[config.mk]
export PLATFORM = sky130hd
export DESIGN_NAME = mul_issue_ctrl
export DESIGN_NICKNAME = d
export VERILOG_FILES = /design/src/rtl/mul_issue_ctrl.sv
export SDC_FILE = /design/constraint.sdc
export NUM_CORES = 1
export LEC_CHECK = 0
export ABC_CLOCK_PERIOD_IN_PS = 4100
export BUFFER_PORTS_ARGS = -buffer_cell sky130_fd_sc_hd__clkbuf_2
export CAP_MARGIN = 20
export CORE_ASPECT_RATIO = 0.8
export CORE_UTILIZATION = 35
export CTS_CLUSTER_SIZE = 30
export DETAILED_ROUTE_END_ITERATION = 16
export GPL_TIMING_DRIVEN = 0
export PLACE_DENSITY = 0.52
export SYNTH_ARGS = -nofsm -noshare
export SYNTH_HDL_FRONTEND = slang
export SYNTH_SLANG_ARGS = --single-unit
export TNS_END_PERCENT = 5
[constraint.sdc]
create_clock -name clk -period 4.1 [get_ports clk]
set_input_delay 0.82 -clock clk [delete_from_list [all_inputs] [get_ports clk]]
set_output_delay 0.82 -clock clk [all_outputs]
set_load 0.03 [all_outputs]
[src/rtl/mul_issue_ctrl.sv]
// mul_issue_ctrl: issue/hazard control for the fixed-latency pipelined multiplier.
// The multiplier has no state of its own. This block keeps one tracking slot per
// pipeline age, and each slot holds a valid bit and a destination register. The
// slots are used to detect RAW, WAW and writeback-port hazards at issue. The oldest
// slot drives the multiplier result announcement on the shared register write port.

module mul_issue_ctrl #(
    parameter int MUL_LATENCY = 5,
    parameter int WB_DELAY    = 2,
    parameter int REG_ADDR_W  = 5
) (
    input  logic                               clk,
    input  logic                               rst,
    input  logic                               issue_valid,
    input  logic                               issue_is_mul,
    input  logic                               issue_writes_rd,
    input  logic [REG_ADDR_W-1:0]              issue_rd,
    input  logic                               issue_uses_rs1,
    input  logic [REG_ADDR_W-1:0]              issue_rs1,
    input  logic                               issue_uses_rs2,
    input  logic [REG_ADDR_W-1:0]              issue_rs2,
    input  logic                               flush,
    output logic                               stall,
    output logic                               mul_accept,
    output logic                               mul_wb_valid,
    output logic [REG_ADDR_W-1:0]              mul_wb_rd,
    output logic [$clog2(MUL_LATENCY+1)-1:0]   inflight_cnt,
    output logic                               busy
);

    localparam int CNT_W   = $clog2(MUL_LATENCY+1);
    // A non-mul accepted now writes back in the same cycle as the mul at this age.
    localparam int WBC_AGE = MUL_LATENCY - WB_DELAY;

    logic [MUL_LATENCY:1]  slot_v;
    logic [REG_ADDR_W-1:0] slot_rd [1:MUL_LATENCY];

    logic raw_hit;
    logic rd_hit;
    logic wbc_hit;
    logic retire;

    // Compare the issuing registers against every in-flight destination; r0 never matches.
    always_comb begin
        raw_hit = 1'b0;
        rd_hit  = 1'b0;
        for (int a = 1; a <= MUL_LATENCY; a++) begin
            if (slot_v[a] && (slot_rd[a] != '0)) begin
                if (issue_uses_rs1 && (slot_rd[a] == issue_rs1)) raw_hit = 1'b1;
                if (issue_uses_rs2 && (slot_rd[a] == issue_rs2)) raw_hit = 1'b1;
                if (slot_rd[a] == issue_rd)                      rd_hit  = 1'b1;
            end
        end
    end

    assign wbc_hit = slot_v[WBC_AGE];
    assign retire  = slot_v[MUL_LATENCY];

    // Issue decision. Multiplies may overwrite an in-flight mul's rd because they
    // retire in order. A flushed instruction never stalls and is never accepted.
    always_comb begin
        stall      = 1'b0;
        mul_accept = 1'b0;
        if (rst && issue_valid && !flush) begin
            stall = raw_hit |
                    (!issue_is_mul & issue_writes_rd & (rd_hit | wbc_hit));
            mul_accept = issue_is_mul & !stall;
        end
    end

    // The age shift register. A newly accepted mul enters age 1, and every slot ages by one.
    always_ff @(posedge clk or negedge rst) begin
        if (!rst) begin
            slot_v <= '0;
            for (int a = 1; a <= MUL_LATENCY; a++) slot_rd[a] <= '0;
        end else begin
            slot_v     <= {slot_v[MUL_LATENCY-1:1], mul_accept};
            slot_rd[1] <= mul_accept ? issue_rd : '0;
            for (int a = 2; a <= MUL_LATENCY; a++) slot_rd[a] <= slot_rd[a-1];
        end
    end

    // Count in-flight multiplies. An accept and a retire in the same cycle cancel out.
    always_ff @(posedge clk or negedge rst) begin
        if (!rst) begin
            inflight_cnt <= '0;
        end else if (mul_accept && !retire) begin
            inflight_cnt <= inflight_cnt + CNT_W'(1);
        end else if (!mul_accept && retire) begin
            inflight_cnt <= inflight_cnt - CNT_W'(1);
        end
    end

    assign mul_wb_valid = slot_v[MUL_LATENCY];
    assign mul_wb_rd    = slot_rd[MUL_LATENCY];
    assign busy         = (inflight_cnt != '0);

endmodule

# Word level (Yosys, flattened, before mapping)
# Index checks and enable logic that the tools add are counted.
# word_totals
regBits,33
inputBits,23
out_inout_bits,12
wordCells,90
# classes
add_sub_neg,2
n_eq_ne,15
muxes,30
bitwise,5
reduce_logical,31
# ops
op,n
$eq A5 B5 Y1,15
$mux W1,27
$reduce_bool A5 Y1,5
$logic_and A1 B1 Y1,19
$mux W3,2
$logic_not A1 Y1,5
$mux W5,1
$add A3 B1 Y3 const B,1
$and A1 B1 Y1,3
$reduce_bool A3 Y1,1
$sub A3 B1 Y3 const B,1
$or A1 B1 Y1,2
$reduce_bool A2 Y1,1

# Logic depth before layout (Yosys ltp)
# Gate-level depths: netlist of the first run.
# depth
depth_word,25
mapped_depth,12
mapped_depth_nobuf,11

# Worst setup path before layout of the first run
# OpenSTA, ideal clock, no wires.
# synth_timing
kind,in2out
start,in issue_rd[2]
end,out stall
t_arrival_ns,2.431
required_ns,3.280
slack_ns,0.849
cell_stages,7
path_buffers,1
path_cell_list,clkbuf_1 xnor2_1 nand4_1 nor4_1 a41oi_1 a31o_2 a21boi_0
# synth_via
elab_chain_len,15
# synth_lines
element,line_no,text
"start, declared",17,"input logic [REG_ADDR_W-1:0] issue_rd,"
$eq A5 B5 Y1,51,if (slot_rd[a] == issue_rd) rd_hit = 1'b1;
$mux W1,51,
$mux W1,48,if (slot_v[a] && (slot_rd[a] != '0)) begin
$mux W1,51,
$mux W1,48,
$mux W1,51,
$mux W1,48,
$mux W1,51,
$mux W1,48,
$mux W1,51,
$mux W1 (*),48,
$or A1 B1 Y1 (*),66,(!issue_is_mul & issue_writes_rd & (rd_hit | wbc_hit));
$and A1 B1 Y1 (*),66,
$or A1 B1 Y1 (*),65,stall = raw_hit |
$mux W1 (*),64,if (rst && issue_valid && !flush) begin
"end, declared",23,"output logic stall,"
# Mark *: on every way between the ends. The rest lies on a longest branch, timed or not.

# Worst setup path after layout of the first run
# layout_timing
start,reg slot_rd[24] (netlist bit)
end,out mul_accept
# layout_via
elab_chain_len,21
# layout_lines
element,line_no,text
"start, declared",36,logic [REG_ADDR_W-1:0] slot_rd [1:MUL_LATENCY];
$eq A5 B5 Y1,49,if (issue_uses_rs1 && (slot_rd[a] == issue_rs1)) raw_hit = 1'b1;
$logic_and A1 B1 Y1,49,
$mux W1,49,
$mux W1,50,if (issue_uses_rs2 && (slot_rd[a] == issue_rs2)) raw_hit = 1'b1;
$mux W1,48,
$mux W1,49,
$mux W1,50,
$mux W1,48,
[5 not listed],n/a,
$mux W1,48,
$mux W1,49,
$mux W1,50,
$mux W1,48,
$or A1 B1 Y1 (*),65,
$logic_not A1 Y1 (*),67,mul_accept = issue_is_mul & !stall;
$and A1 B1 Y1 (*),67,
$mux W1 (*),64,
"end, declared",24,"output logic mul_accept,"
# Marked as above.

==> run_results.csv, run 1 <==
group,metric,value,unit
status,status,"completed",
placed_design,placed_cell_area,2180,µm²
die,num_rows,24,
die,io_pins,35,
drt,avgViaCountPerCell,4.94,
drt,drc,0,
worst_setup_path,cp_max_fo,8,
flow_run,drv_cap,0,
die,initial_utilization,36.4,%
grt,grt.overflow.total,0,
timing,worst_pin_slew,0.855,ns
worst_setup_path,crit_end,"mul_accept",
finish,layout-drive-gt1-share,20.1,%
clock_network,post_cts_buffers,0,
power_and_ir_drop,ir_drop,0.127,mV
synthesis,ys_ff_latch,33,
clock_network,cts_tree,"done",
clock_network,htreeDepth,2,
drt,antenna_left,0,
grt,grt_pass1_wl,8140,µm
die,die_h,69.4,µm
drt,drt-initial-drc-count,67,
timing,finalSetupTns,0,ns
timing,max_freq,306,MHz
clock_network,cts_root_buffer,"clkbuf_8",
grt,grt_max_degree,35,
placed_design,gp_congestion,0.795,
die,die_w,86.3,µm
synthesis,postSynthCellCount,193,
timing,fin_crit,3.27,ns
worst_setup_path,rrSetupSlack,1.00,ns
worst_setup_path,cp.required,3.28,ns
synthesis,synth.avg_cell_area,10.3,µm²
finish,synthToLayoutAreaGrowth,14.0,%
synthesis,ys_types,31,
worst_setup_path,reg2reg_depth,10,
power_and_ir_drop,power_per_cell_area,353,nW/µm²
drt,first_pass_iters,4,
timing,finalMaxSlewViolations,0,
drt,vias,1466,
worst_setup_path,start_kind,"flop",
clock_network,cts_resized,0,
synthesis,synth.cell_area,1990,µm²
placed_design,portBuffers,19,
finish,fin_nets,244,
clock_network,clk_path_buf_depth,2,
timing,final.setup_skew,0.00478,ns
clock_network,cts-hold-fix-buffers,0,
timing,slew_headroom,43.0,%
clock_network,cts_buffers,5,
worst_hold_path,min_path_type,"flop to flop",
clock_network,clk_latency,0.28,ns
power_and_ir_drop,leakage,0.000939,µW
worst_setup_path,cp_cell_sequence,"or4_1 > o21a_1 > a222oi_1 > and4_4 > clkbuf_2",
finish,antennaDiodeCount,0,
synthesis,ys_seq_area_share,41.5,%
die,die-area,5990,µm²
worst_setup_path,r2r-end,"inflight_cnt[2]$_DFFE_PN0P_",
worst_setup_path,crit_slowest_cell,"or4_1",
worst_setup_path,crit_arrival,2.45,ns
finish,fin_area,2270,µm²
clock_network,clock-sinks,33,
timing,fin_crit_sh,79.8,%
synthesis,ys.warnings.count,0,
die,core-area,5470,µm²
placed_design,dp_hpwl,3600,µm
worst_setup_path,end_kind,"output port",
drt,drt-total-wl,4840,µm
drt,routedWlPerCell,16.3,µm
clock_network,clk_pin_slew,0.06,ns
synthesis,synth_nets,218,
grt,grt_use_total,18.1,%
timing,finalSetupViolations,0,
worst_setup_path,slowest_delay,0.54,ns
worst_setup_path,worstSetupStartpoint,"slot_rd[24]$_DFF_PN0_",
grt,grt_antenna_before_repair,0,
worst_setup_path,r2r_start,"slot_rd[24]$_DFF_PN0_",
timing,rsz0062_at_grt,"no",
timing,hold_violations,0,
worst_setup_path,criticalPathCategory,"flop to output port",
grt,grt_pass1_vias,1457,
routing by layer:
metal / global-route usage (%) / part of all wire [%] / vias to the layer above
li1: - / - / 683
met1: 26.8 / 48 / 742
met2: 26.2 / 46 / 32
met3: 4.05 / 4.0 / 9
met4: 5.74 / 1.5 / 0
met5: 0 / 0 / -
report_power, final:
group	internal, µW	switching, µW
Clock	133	114
Combinational	72.5	106
Sequential	346	28.2
cells in the mapped netlist:
cell type	number	area share (%)
and4_4	1	0.57
nor3_1	5	1.3
or4_1	3	1.1
o21a_1	2	0.75
nand2b_1	1	0.31
and2_1	5	1.6
ha_1	1	0.63
dfrtp_1	33	42
nand4_1	12	3.8
buf_4	5	1.9
or3_1	1	0.31
a222oi_1	1	0.50
inv_1	2	0.38
o22ai_1	5	1.6
a32oi_1	1	0.44
xnor2_1	60	26
buf_2	10	2.5
and2_2	1	0.38
a31o_2	1	0.44
a21boi_0	1	0.38
buf_1	1	0.19
a21oi_1	1	0.25
a41oi_1	2	0.88
nand2_1	12	2.3
fa_1	1	1.0
nor2b_1	1	0.31
mux2_2	1	0.57
xor2_1	13	5.7
nor4_1	1	0.31
clkbuf_1	4	0.75
nor2_1	5	0.94
stage by stage:
| stage | std cells | hold WS [ns] | setup WS [ns] | total power (µW) | utilization, % |
|---|---|---|---|---|---|
| finish | 297 | 0.383 | 0.829 | 800 | 41.5 |
| global route | 297 | 0.390 | 0.686 | 849 | 41.5 |
| CTS | 297 | 0.384 | 0.799 | 810 | 41.5 |
| detailed placement | 290 | 0.370 | 0.817 | 560 | 39.9 |
| global placement | 290 | 0.363 | 0.830 | 556 | 39.9 |
| floorplan | 193 | 0.354 | 0.849 | 505 | - |
how the worst min path moves through the flow:
stage / endpoint / startpoint / cells after the start / slack (ns)
after detailed placement: slot_v[2]$_DFF_PN0_ / slot_v[1]$_DFF_PN0_ / 0 / 0.37
after floorplan: slot_v[2]$_DFF_PN0_ / slot_v[1]$_DFF_PN0_ / 0 / 0.35
final: slot_v[2]$_DFF_PN0_ / slot_v[1]$_DFF_PN0_ / 0 / 0.38
after CTS: slot_v[2]$_DFF_PN0_ / slot_v[1]$_DFF_PN0_ / 0 / 0.38
after global placement: slot_v[2]$_DFF_PN0_ / slot_v[1]$_DFF_PN0_ / 0 / 0.36
after global routing: slot_v[2]$_DFF_PN0_ / slot_v[1]$_DFF_PN0_ / 0 / 0.39
registers in the layout, indices dropped and copies added, names as in the netlist:
register	flops
slot_v	5
mul_wb_rd	5
slot_rd	20
inflight_cnt	3
kinds of logic after synthesis:
family / after synthesis / synth area share (%)
buffers and inverters: 22 / 5.73
AOI/OAI and AO/OA: 14 / 5.22
muxes: 1 / 0.566
xor gates and xnor gates: 73 / 32.2
DFF: 33 / 41.5
adders and majority gates: 2 / 1.64
and+or+nand+nor: 48 / 13.2
cell usage in the layout, fill, tap and decap left out:
cell type and count:
o22ai_1 5, clkbuf_8 6, buf_2 10, o21a_1 2
and2_2 1, a21boi_0 1, a222oi_1 1, a32oi_1 1
nand2b_1 1, clkbuf_2 19, xnor2_1 60, nand2_1 12
dfrtp_1 33, and2_1 5, fa_1 1, ha_1 1
a31o_2 1, clkbuf_1 5, or3_1 1, or4_1 3
a41oi_1 2, nor2b_1 1, nand4_1 12, xor2_1 13
nor4_1 1, buf_1 1, buf_4 5, and4_4 1
nor2_1 5, nor3_1 5, mux2_2 1, a21oi_1 1
inv_1 2
worst max-delay path: cells and delay by family, from the launching register on:
kind                   cells  cell delay [ns]
flip-flops                 1             0.46
AO/OA/AOI/OAI              2             0.61
AND/OR/NAND/NOR            2             0.89
buffers and inverters      1             0.22
area by class of cell:
class / instances / area (µm²)
Timing Repair Buffer: 19 / 95.1
Multi-Input combinational cell: 138 / 1050
Buffer: 20 / 106
Sequential cell: 33 / 826
Fill cell: 560 / 3200
Clock buffer: 7 / 86.3
Tap cell: 78 / 97.6
Inverter: 2 / 7.51
No activity file was read; power rests on OpenSTA's default activity.
==> run 2, diff against run 1 <==
--- a/config.mk
+++ b/config.mk
@@ -5,7 +5,8 @@
 export SDC_FILE = /design/constraint.sdc
 export NUM_CORES = 1
 export LEC_CHECK = 0
-export ABC_CLOCK_PERIOD_IN_PS = 4100
+export ABC_AREA = 1
+export ABC_CLOCK_PERIOD_IN_PS = 3300
 export BUFFER_PORTS_ARGS = -buffer_cell sky130_fd_sc_hd__clkbuf_2
 export CAP_MARGIN = 20
 export CORE_ASPECT_RATIO = 0.8
==> constraint.sdc (replaced) <==
create_clock -name clk -period 3.3 [get_ports clk]
set_input_delay 0.66 -clock clk [delete_from_list [all_inputs] [get_ports clk]]
set_output_delay 0.66 -clock clk [all_outputs]
set_load 0.03 [all_outputs]
==> run 2 against run 1 <==
Against the previous run:
- sequential share of layout area down 4.8 points
- cell count is 62% higher
- clock power is 15% higher
==> run_results.csv, run 2 <==
group,metric,value,unit
status,status,"completed",
worst_setup_path,start_kind,"input pin",
synthesis,postSynthCellCount,363,
worst_hold_path,min_path_cells,0,
worst_setup_path,criticalPathCategory,"input pin to output port",
clock_network,htreeDepth,2,
grt,grt_pass1_vias,1998,
synthesis,synth.cell_area,2290,µm²
synthesis,async_reset_ff_share,100,%
drt,drc,0,
grt,grt_max_degree,35,
timing,hold_violations,0,
grt,grt.overflow.total,0,
synthesis,synth-edff-count,0,
synthesis,synth.avg_cell_area,6.30,µm²
clock_network,clk_latency,0.29,ns
timing,worst_slack,0.350,ns
worst_hold_path,min_path_type,"flop to flop",
synthesis,ys_seq_area_share,36.1,%
die,initial_utilization,37.5,%
grt,grt_antenna_before_repair,0,
finish,largest_register,"slot_rd",
finish,layout_common_cells,"143 x nand2_1, 63 x nor2_1, 44 x inv_1",
die,die-area,6860,µm²
die,die_w,92.4,µm
synthesis,ys_ff_latch,33,
worst_setup_path,cp.required,2.64,ns
timing,finalSetupTns,0,ns
drt,first_pass_iters,4,
power_and_ir_drop,ir_drop,0.191,mV
synthesis,yosysMostFrequentCell,"nand2_1",
timing,worst_pin_slew,0.858,ns
clock_network,post_cts_buffers,0,
clock_network,clock-sinks,33,
grt,grt_pass1_wl,10400,µm
timing,finalSetupViolations,0,
worst_hold_path,hold_start,"slot_v[1]$_DFF_PN0_",
timing,slew_headroom,42.8,%
flow_run,drv_cap,0,
synthesis,yosysTopAreaCell,"dfrtp_1",
synthesis,ys.warnings.count,0,
die,io_pins,35,
power_and_ir_drop,leakage,0.00152,µW
timing,rsz0062_at_grt,"no",
finish,antennaDiodeCount,0,
timing,final.setup_skew,0.00328,ns
drt,drt-initial-drc-count,169,
worst_setup_path,rrSetupSlack,0.61,ns
power_and_ir_drop,p_seq_share,46.1,%
clock_network,cts_buffers,5,
worst_setup_path,r2r-end,"inflight_cnt[2]$_DFFE_PN0P_",
worst_setup_path,crit_arrival,2.29,ns
worst_setup_path,r2r_start,"mul_wb_rd[2]$_DFF_PN0_",
finish,final_common_cell,"nand2_1",
finish,fillCellCount,683,
power_and_ir_drop,intPower,653,µW
synthesis,synthFlopType,"dfrtp_1",
clock_network,cts_resized,0,
synthesis,synth_common_cells,"143 x nand2_1, 63 x nor2_1, 44 x inv_1",
worst_setup_path,cp_max_fo,34,
worst_setup_path,reg2reg_depth,16,
placed_design,portBuffers,30,
timing,fin_crit_sh,89.4,%
drt,vias,2232,
die,core-area,6100,µm²
placed_design,place_ws,0.00198,ns
synthesis,synth_nets,388,
finish,layout-drive-gt1-share,13.8,%
worst_setup_path,end_kind,"output port",
drt,antenna_left,0,
drt,avgViaCountPerCell,4.65,
power_and_ir_drop,p_switching,342,µW
finish,synthToLayoutAreaGrowth,14.2,%
grt,grt_use_total,20.7,%
finish,largest_register_ffs,20,
timing,fin_crit,2.95,ns
power_and_ir_drop,power_frac_clock,28.7,%
drt,drt-total-wl,6480,µm
power_and_ir_drop,power.total,995,µW
synthesis,yosys.area.top_type_share,36.1,%
timing,max_freq,339,MHz
clock_network,clk_path_buf_depth,2,
power_and_ir_drop,power_per_cell_area,381,nW/µm²
placed_design,gp_congestion,0.906,
power_and_ir_drop,sw_frac_of_total,34.4,%
power_and_ir_drop,comb_power_share,25.3,%
clock_network,cts-hold-fix-buffers,0,
clock_network,cts_root_buffer,"clkbuf_8",
timing,finalMaxSlewViolations,0,
placed_design,dp_hpwl,5260,µm
drt,routedWlPerCell,13.5,µm
synthesis,ys_types,22,
clock_network,cts_tree,"done",
clock_network,clk_pin_slew,0.06,ns
synthesis,ys_top_cells_by_area,"dfrtp_1 36%, nand2_1 23%, nor2_1 10%",
die,die_h,74.3,µm
die,num_rows,25,
worst_hold_path,min_to,"slot_v[2]$_DFF_PN0_",
finish,fin_nets,425,
[run 2: cell types whose count changed in the layout (fill, tap and decap cells not counted), moves of 4 or more]
cell	change
o21ai_1	+4
nand3_1	+15
o22ai_1	-5
clkbuf_2	+12
and2_1	-5
clkbuf_1	-5
buf_2	-8
o21ai_0	+15
xnor2_1	-54
nand4_1	-11
nand2_1	+131
inv_2	+6
inv_1	+42
nor2_1	+58
[run 2: power groups by stage]
stage | registers [µW] | logic, µW | clock network, µW
5_1_grt | 464 | 280 | 312
3_3_place_gp | 466 | 249 | 0
6_report | 458 | 251 | 285
2_1_floorplan | 500 | 124 | 0
3_5_place_dp | 467 | 250 | 0
4_1_cts | 459 | 253 | 288
[run 2: worst max path at each step]
stage / slack (ns) / endpoint / depth (start not counted) / startpoint
finish: 0.35 / mul_accept / 8 / rst
global route: 0.009 / inflight_cnt[2]$_DFFE_PN0P_ / 13 / rst
floorplan: 0.47 / inflight_cnt[2]$_DFFE_PN0P_ / 18 / issue_rs1[4]
CTS: 0.28 / mul_accept / 8 / rst
detailed placement: 0.002 / inflight_cnt[2]$_DFFE_PN0P_ / 13 / rst
global placement: 0.04 / inflight_cnt[2]$_DFFE_PN0P_ / 13 / rst
[run 2: layer usage]
layer | wire, µm | vias to the layer above | global-route usage (%)
li1 | - | 1155 | -
met1 | 3440 | 1007 | 32.6
met2 | 2470 | 61 | 27.7
met3 | 460 | 9 | 3.68
met4 | 118 | 0 | 7.12
met5 | 0 | - | 0
[run 2: layout make-up]
class	count	area [µm²]	share of cell area [%]
Tap cell	81	101	3.88
Multi-Input combinational cell	271	1210	46.5
Sequential cell	33	826	31.6
Clock buffer	5	68.8	2.63
Clock inverter	1	5.00	0.192
Timing Repair Buffer	30	150	5.75
Buffer	9	60.1	2.30
Inverter	50	188	7.18
[run 2: worst max-delay path, stage by stage]
cell and delay (ns):
clkbuf_2 0.64, nand2_1 0.12, nor2_1 0.14, nand2_1 0.07
inv_1 0.06, nand3_2 0.20, inv_1 0.17, clkbuf_2 0.22
[run 2: logic make-up after synthesis]
family          share of synthesized area (%)
simple gates                             38.9
buf+inv                                  10.8
flops                                    36.1
compound gates                           4.92
xor+xnor                                 7.28
fa+ha+maj                                1.42
mux                                     0.492
[run 2: through the flow]
step                      area (µm²)  hold slack [ns]  util (%)  instances
after CTS                       2610            0.379      42.8        480
after global routing            2610            0.393      42.8        480
after detailed placement        2540            0.364      41.6        474
after floorplan                 2290            0.354         -        363
after global placement          2540            0.365      41.6        474
final                           2610            0.379      42.8        480
